[src/rtl/rom_arbiter.sv]
// rom_arbiter: shares one synchronous ROM read port between two requesters, round-robin by default.
// Define ROM_ARB_FIXED_PRIO_EN to give requester 0 strict priority over requester 1.
module rom_arbiter #(
    parameter int ADDR_W = 12,
    parameter int DATA_W = 12
) (
    input  logic              clk,
    input  logic              rst,
    input  logic              req0,
    input  logic [ADDR_W-1:0] addr0,
    output logic              gnt0,
    output logic              rvalid0,
    input  logic              req1,
    input  logic [ADDR_W-1:0] addr1,
    output logic              gnt1,
    output logic              rvalid1,
    output logic [DATA_W-1:0] rdata,
    output logic [ADDR_W-1:0] rom_addr,
    input  logic [DATA_W-1:0] rom_data
);

    logic              w_eff0;
    logic              w_eff1;
    logic              w_pick0;
    logic              w_pick1;

    logic              r_gnt0;
    logic              r_gnt1;
    logic              r_last;
    logic [ADDR_W-1:0] r_rom_addr;
    logic              r_tag1_v;
    logic              r_tag1_id;
    logic              r_tag2_v;
    logic              r_tag2_id;
    logic [DATA_W-1:0] r_rdata;
    logic              r_rvalid0;
    logic              r_rvalid1;

    // A requester is masked while its grant is high, so a one-cycle-late req drop never re-grants.
    assign w_eff0 = req0 & ~r_gnt0;
    assign w_eff1 = req1 & ~r_gnt1;

`ifdef ROM_ARB_FIXED_PRIO_EN
    assign w_pick1 = w_eff1 & ~w_eff0;
`else
    assign w_pick1 = w_eff1 & (~w_eff0 | ~r_last);
`endif
    assign w_pick0 = w_eff0 & ~w_pick1;

    always_ff @(posedge clk or negedge rst) begin
        if (!rst) begin
            r_gnt0     <= 1'b0;
            r_gnt1     <= 1'b0;
            r_last     <= 1'b1;
            r_rom_addr <= '0;
            r_tag1_v   <= 1'b0;
            r_tag1_id  <= 1'b0;
            r_tag2_v   <= 1'b0;
            r_tag2_id  <= 1'b0;
            r_rdata    <= '0;
            r_rvalid0  <= 1'b0;
            r_rvalid1  <= 1'b0;
        end else begin
            r_gnt0 <= w_pick0;
            r_gnt1 <= w_pick1;
            if (w_pick0 | w_pick1) begin
                r_rom_addr <= w_pick1 ? addr1 : addr0;
                r_last     <= w_pick1;
            end
            // Tag stage 2 lines up with the cycle the ROM output holds this grant's data.
            r_tag1_v  <= w_pick0 | w_pick1;
            r_tag1_id <= w_pick1;
            r_tag2_v  <= r_tag1_v;
            r_tag2_id <= r_tag1_id;
            r_rvalid0 <= r_tag2_v & ~r_tag2_id;
            r_rvalid1 <= r_tag2_v & r_tag2_id;
            if (r_tag2_v) begin
                r_rdata <= rom_data;
            end
        end
    end

    assign gnt0     = r_gnt0;
    assign gnt1     = r_gnt1;
    assign rvalid0  = r_rvalid0;
    assign rvalid1  = r_rvalid1;
    assign rdata    = r_rdata;
    assign rom_addr = r_rom_addr;

endmodule

[config.mk]
export PLATFORM = sky130hd
export DESIGN_NAME = rom_arbiter
export DESIGN_NICKNAME = d
export VERILOG_FILES = /design/src/rtl/rom_arbiter.sv
export SDC_FILE = /design/constraint.sdc
export NUM_CORES = 1
export LEC_CHECK = 0
export CAP_MARGIN = 25
export CORE_MARGIN = 3
export CORE_UTILIZATION = 35
export CTS_BUF_LIST = sky130_fd_sc_hd__clkbuf_4 sky130_fd_sc_hd__clkbuf_8 sky130_fd_sc_hd__clkbuf_16
export DETAILED_ROUTE_END_ITERATION = 6
export PLACE_DENSITY = 0.77
export SLEW_MARGIN = 20
export SYNTH_ARGS = -nofsm -noshare
export SYNTH_HDL_FRONTEND = slang
export SYNTH_SLANG_ARGS = --single-unit
[constraint.sdc]
create_clock -name clk -period 1.3 [get_ports clk]
set_input_delay 0.26 -clock clk [delete_from_list [all_inputs] [get_ports clk]]
set_output_delay 0.26 -clock clk [all_outputs]
set_load 0.1 [all_outputs]
After elaboration in Yosys (flattened, before gate mapping) --
Index checks and enable logic that the tools add are counted.
Storage, ports and cells: register bits 32, input bits 40, output and inout bits 28, word-level logic and storage cells 25
Operators by class: multiplexer cells 1, bitwise gates (word level) 14
Operators by type and width (count):
- $mux 12 | 1
- $and 1x1->1 | 6
- $not 1->1 | 6
- $or 1x1->1 | 2

Depth between registers and ports, before layout --
word-level depth 8, mapped depth 4, depth with buffers taken out 3

Worst setup path after synthesis --
Ideal clock, no wire load.
path kind register to register, start point register, netlist name r_tag1_id, end point register r_rom_addr[0], in the netlist rom_addr[0], library setup time 126 ps, arrival 1734 ps, required time 1174 ps, setup slack -560 ps, stages on the path, launching flop included 5, path buffers 1, period minus slack after synthesis 1860 ps, cell sequence dfrtp_1 -> nor2b_2 -> a21boi_4 -> buf_6 -> a221o_1
RTL lines:
- end signal: assignment | line 67 | r_rom_addr <= w_pick1 ? addr1 : addr0;
- end: declaration | line 30 | logic [ADDR_W-1:0] r_rom_addr;

==> metrics.cfg <==
[clock_network]
cts.path.max_buffers = 2
cts_tree = built
clock_latency_ns = 0.32
path_clk_slew_ns = 0.09
ctsHtreeMaxLevel = 2
cts_root_buf = clkbuf_4
numCtsBuffers = 5
clkSinkCount = 32

[timing]
tightest_slew_ns = 0.527
rsz0062_at_grt = yes
final.min_clock_period_ns = 1.37
maxSlewViolCount = 0
setup_viol = 14
holdWs_ns = 0.165
finalHoldViolations = 0
max-slew-margin-rel_pct = 64.9
finalClockSkew_ns = 0.00667
clock.fmax_mhz = 729
fin_crit_sh_pct = 106
setup_slack_ns = -0.0720

[flow_run]
max_cap_viol_count = 0

[die]
die_area_um2 = 4420
num_rows = 21
fp.dieW_um = 66.5
start_util_pct = 37.5
ioPinCount = 68
die_y_um = 66.5
core_um2 = 3420

[worst_setup_path]
crit_chain = buf_6, buf_12
cp_slowest_stage_delay_ns = 0.51
end_kind = output port
worstPathMaxFanout = 4
path_class = reg -> out
ff2ff_setup_slack_ns = -0.05
cp.required_ns = 1.04
worstReg2RegEnd = rom_addr[10]
cp_slowest_cell = dfrtp_4
start_kind = flip-flop
r2r_start = r_tag1_id
crit_arrival_ns = 1.11
rr_worst_depth = 3

[placed_design]
dp_hpwl_um = 2530
io_buffer_count = 67
gp_congestion = 0.735

[routing]
wl_um = 3280
drt.antenna.violating_nets = 0
vias = 1047
wl_per_cell_um = 15.8
viasPerCell = 5.06
drcViolationCount = 0
drtPass1Iterations = 4
drt-initial-drc-count = 35

[power_and_ir_drop]
powerDensity_nw_per_um2 = 1980
p_leak_nw = 1.03
ir_worst_vdd_mv = 0.974

[global_route]
first_global_vias = 1163
grt_usage_pct = 17.1
grt_overflow = 0
antenna_found_initial = 0
grt_pass1_wl_um = 5550
grt_max_degree = 16

[synth]
syn_area_um2 = 1280
ys_seq_elements = 32
synth_cell_types = 17
syn_avg_cell_area_um2 = 15.4
synth.net_count = 123
synth.yosys.seq_area_share_pct = 62.7
synth_cells = 83
ys_warn_count = 0

[run_status]
violations = setup timing
status = finished, violations left

[cells_and_area]
final_util_pct = 71.4
fin_nets = 200
n_antenna_cell = 0
drive_gt1_share_pct = 33.5
final_cell_mix = clkdlybuf4s50_1 (39), buf_12 (30), dfrtp_1 (27)
mostFrequentLayoutCell = clkdlybuf4s50_1
area_growth_pct = 90.6

[hold_path]
hold_path_class = in -> async

==> cell families (layout without fill, tap and decap cells) <==
group / count (synthesis) / after routing / share of synthesized area (%)
buf+inv: 5 / 83 / 3.13
compound gates: 14 / 14 / 11.4
simple gates: 20 / 20 / 12.2
mux: 12 / 12 / 10.6
flops: 32 / 32 / 62.7
==> power by group <==
part           internal [mW]  leakage, nW  switching [mW]
clock                  0.424       0.0456           0.316
combinational           1.03        0.610            1.61
sequential              1.21        0.378           0.234
==> metrics by stage <==
stage               setup TNS (ns)  std cells  setup slack [ns]  instance area, um^2  power [mW]
floorplan                    -1.78         83            -0.180                 1290        2.97
global placement             -3.23        198            -0.261                 2320        4.04
detailed placement           -3.58        198            -0.287                 2320        4.08
CTS                         -0.489        207           -0.0921                 2440        4.88
global route                 -1.46        207            -0.122                 2440        5.01
finish                      -0.589        207           -0.0720                 2440        4.83
==> metal layers <==
metal  up-vias  share of wire, %  track usage, %
met5         -                 0               0
met4         0               1.1            6.60
met3         6                10            6.75
li1        465                 -               -
met2        56                52            28.3
met1       520                37            19.8
==> layout make-up <==
class | count | area, um^2
multi-input combinational | 46 | 443
timing repair buffer | 75 | 1050
fill | 238 | 976
tap | 46 | 57.6
clock buffer | 6 | 45.0
clock inverter | 2 | 35.0
sequential | 32 | 812
==> worst max-delay path, delay by kind of cell (launching register included) <==
kind / cells / cell delay [ns]
buffers and inverters: 2 / 0.28
DFF: 1 / 0.51
==> worst max-delay path by stage <==
stage | from | endpoint | cells after the start
6_report | r_tag1_id | gnt1 | 2
5_1_grt | r_tag1_id | rom_addr[3] | 3
3_5_place_dp | req1 | rom_addr[7] | 4
4_1_cts | r_tag1_id | gnt1 | 2
2_1_floorplan | r_tag1_id | rom_addr[0] | 4
3_3_place_gp | req1 | rom_addr[11] | 4
==> cell usage after synthesis <==
library cell,number,area [um^2]
and2_1,1,6.26
a21boi_4,1,18.8
nor3b_2,1,12.5
mux2_1,12,135
a21o_1,1,7.51
a221o_1,12,120
nor2_2,1,6.26
nor2b_1,1,6.26
buf_2,3,15.0
nand2b_1,2,12.5
nor2b_2,1,8.76
clkbuf_8,1,13.8
nor3b_1,12,90.1
dfrtp_1,31,776
nor2b_4,1,13.8
buf_6,1,11.3
dfstp_2,1,26.3
==> timing repair <==
item	in CTS	in global routing
hold buffers	0	0
pin swaps	10	0
gates resized for setup	4	0
setup endpoints to repair	15	14
buffers inserted	1	0
==> sequential cells by signal, indices dropped and copies added (netlist names) <==
register,count
r_last,1
r_tag2_id,1
rvalid0,1
gnt0,1
r_tag2_v,1
rom_addr,12
r_tag1_id,1
r_tag1_v,1
rdata,12
rvalid1,1
No activity file was read; power rests on OpenSTA's default activity.
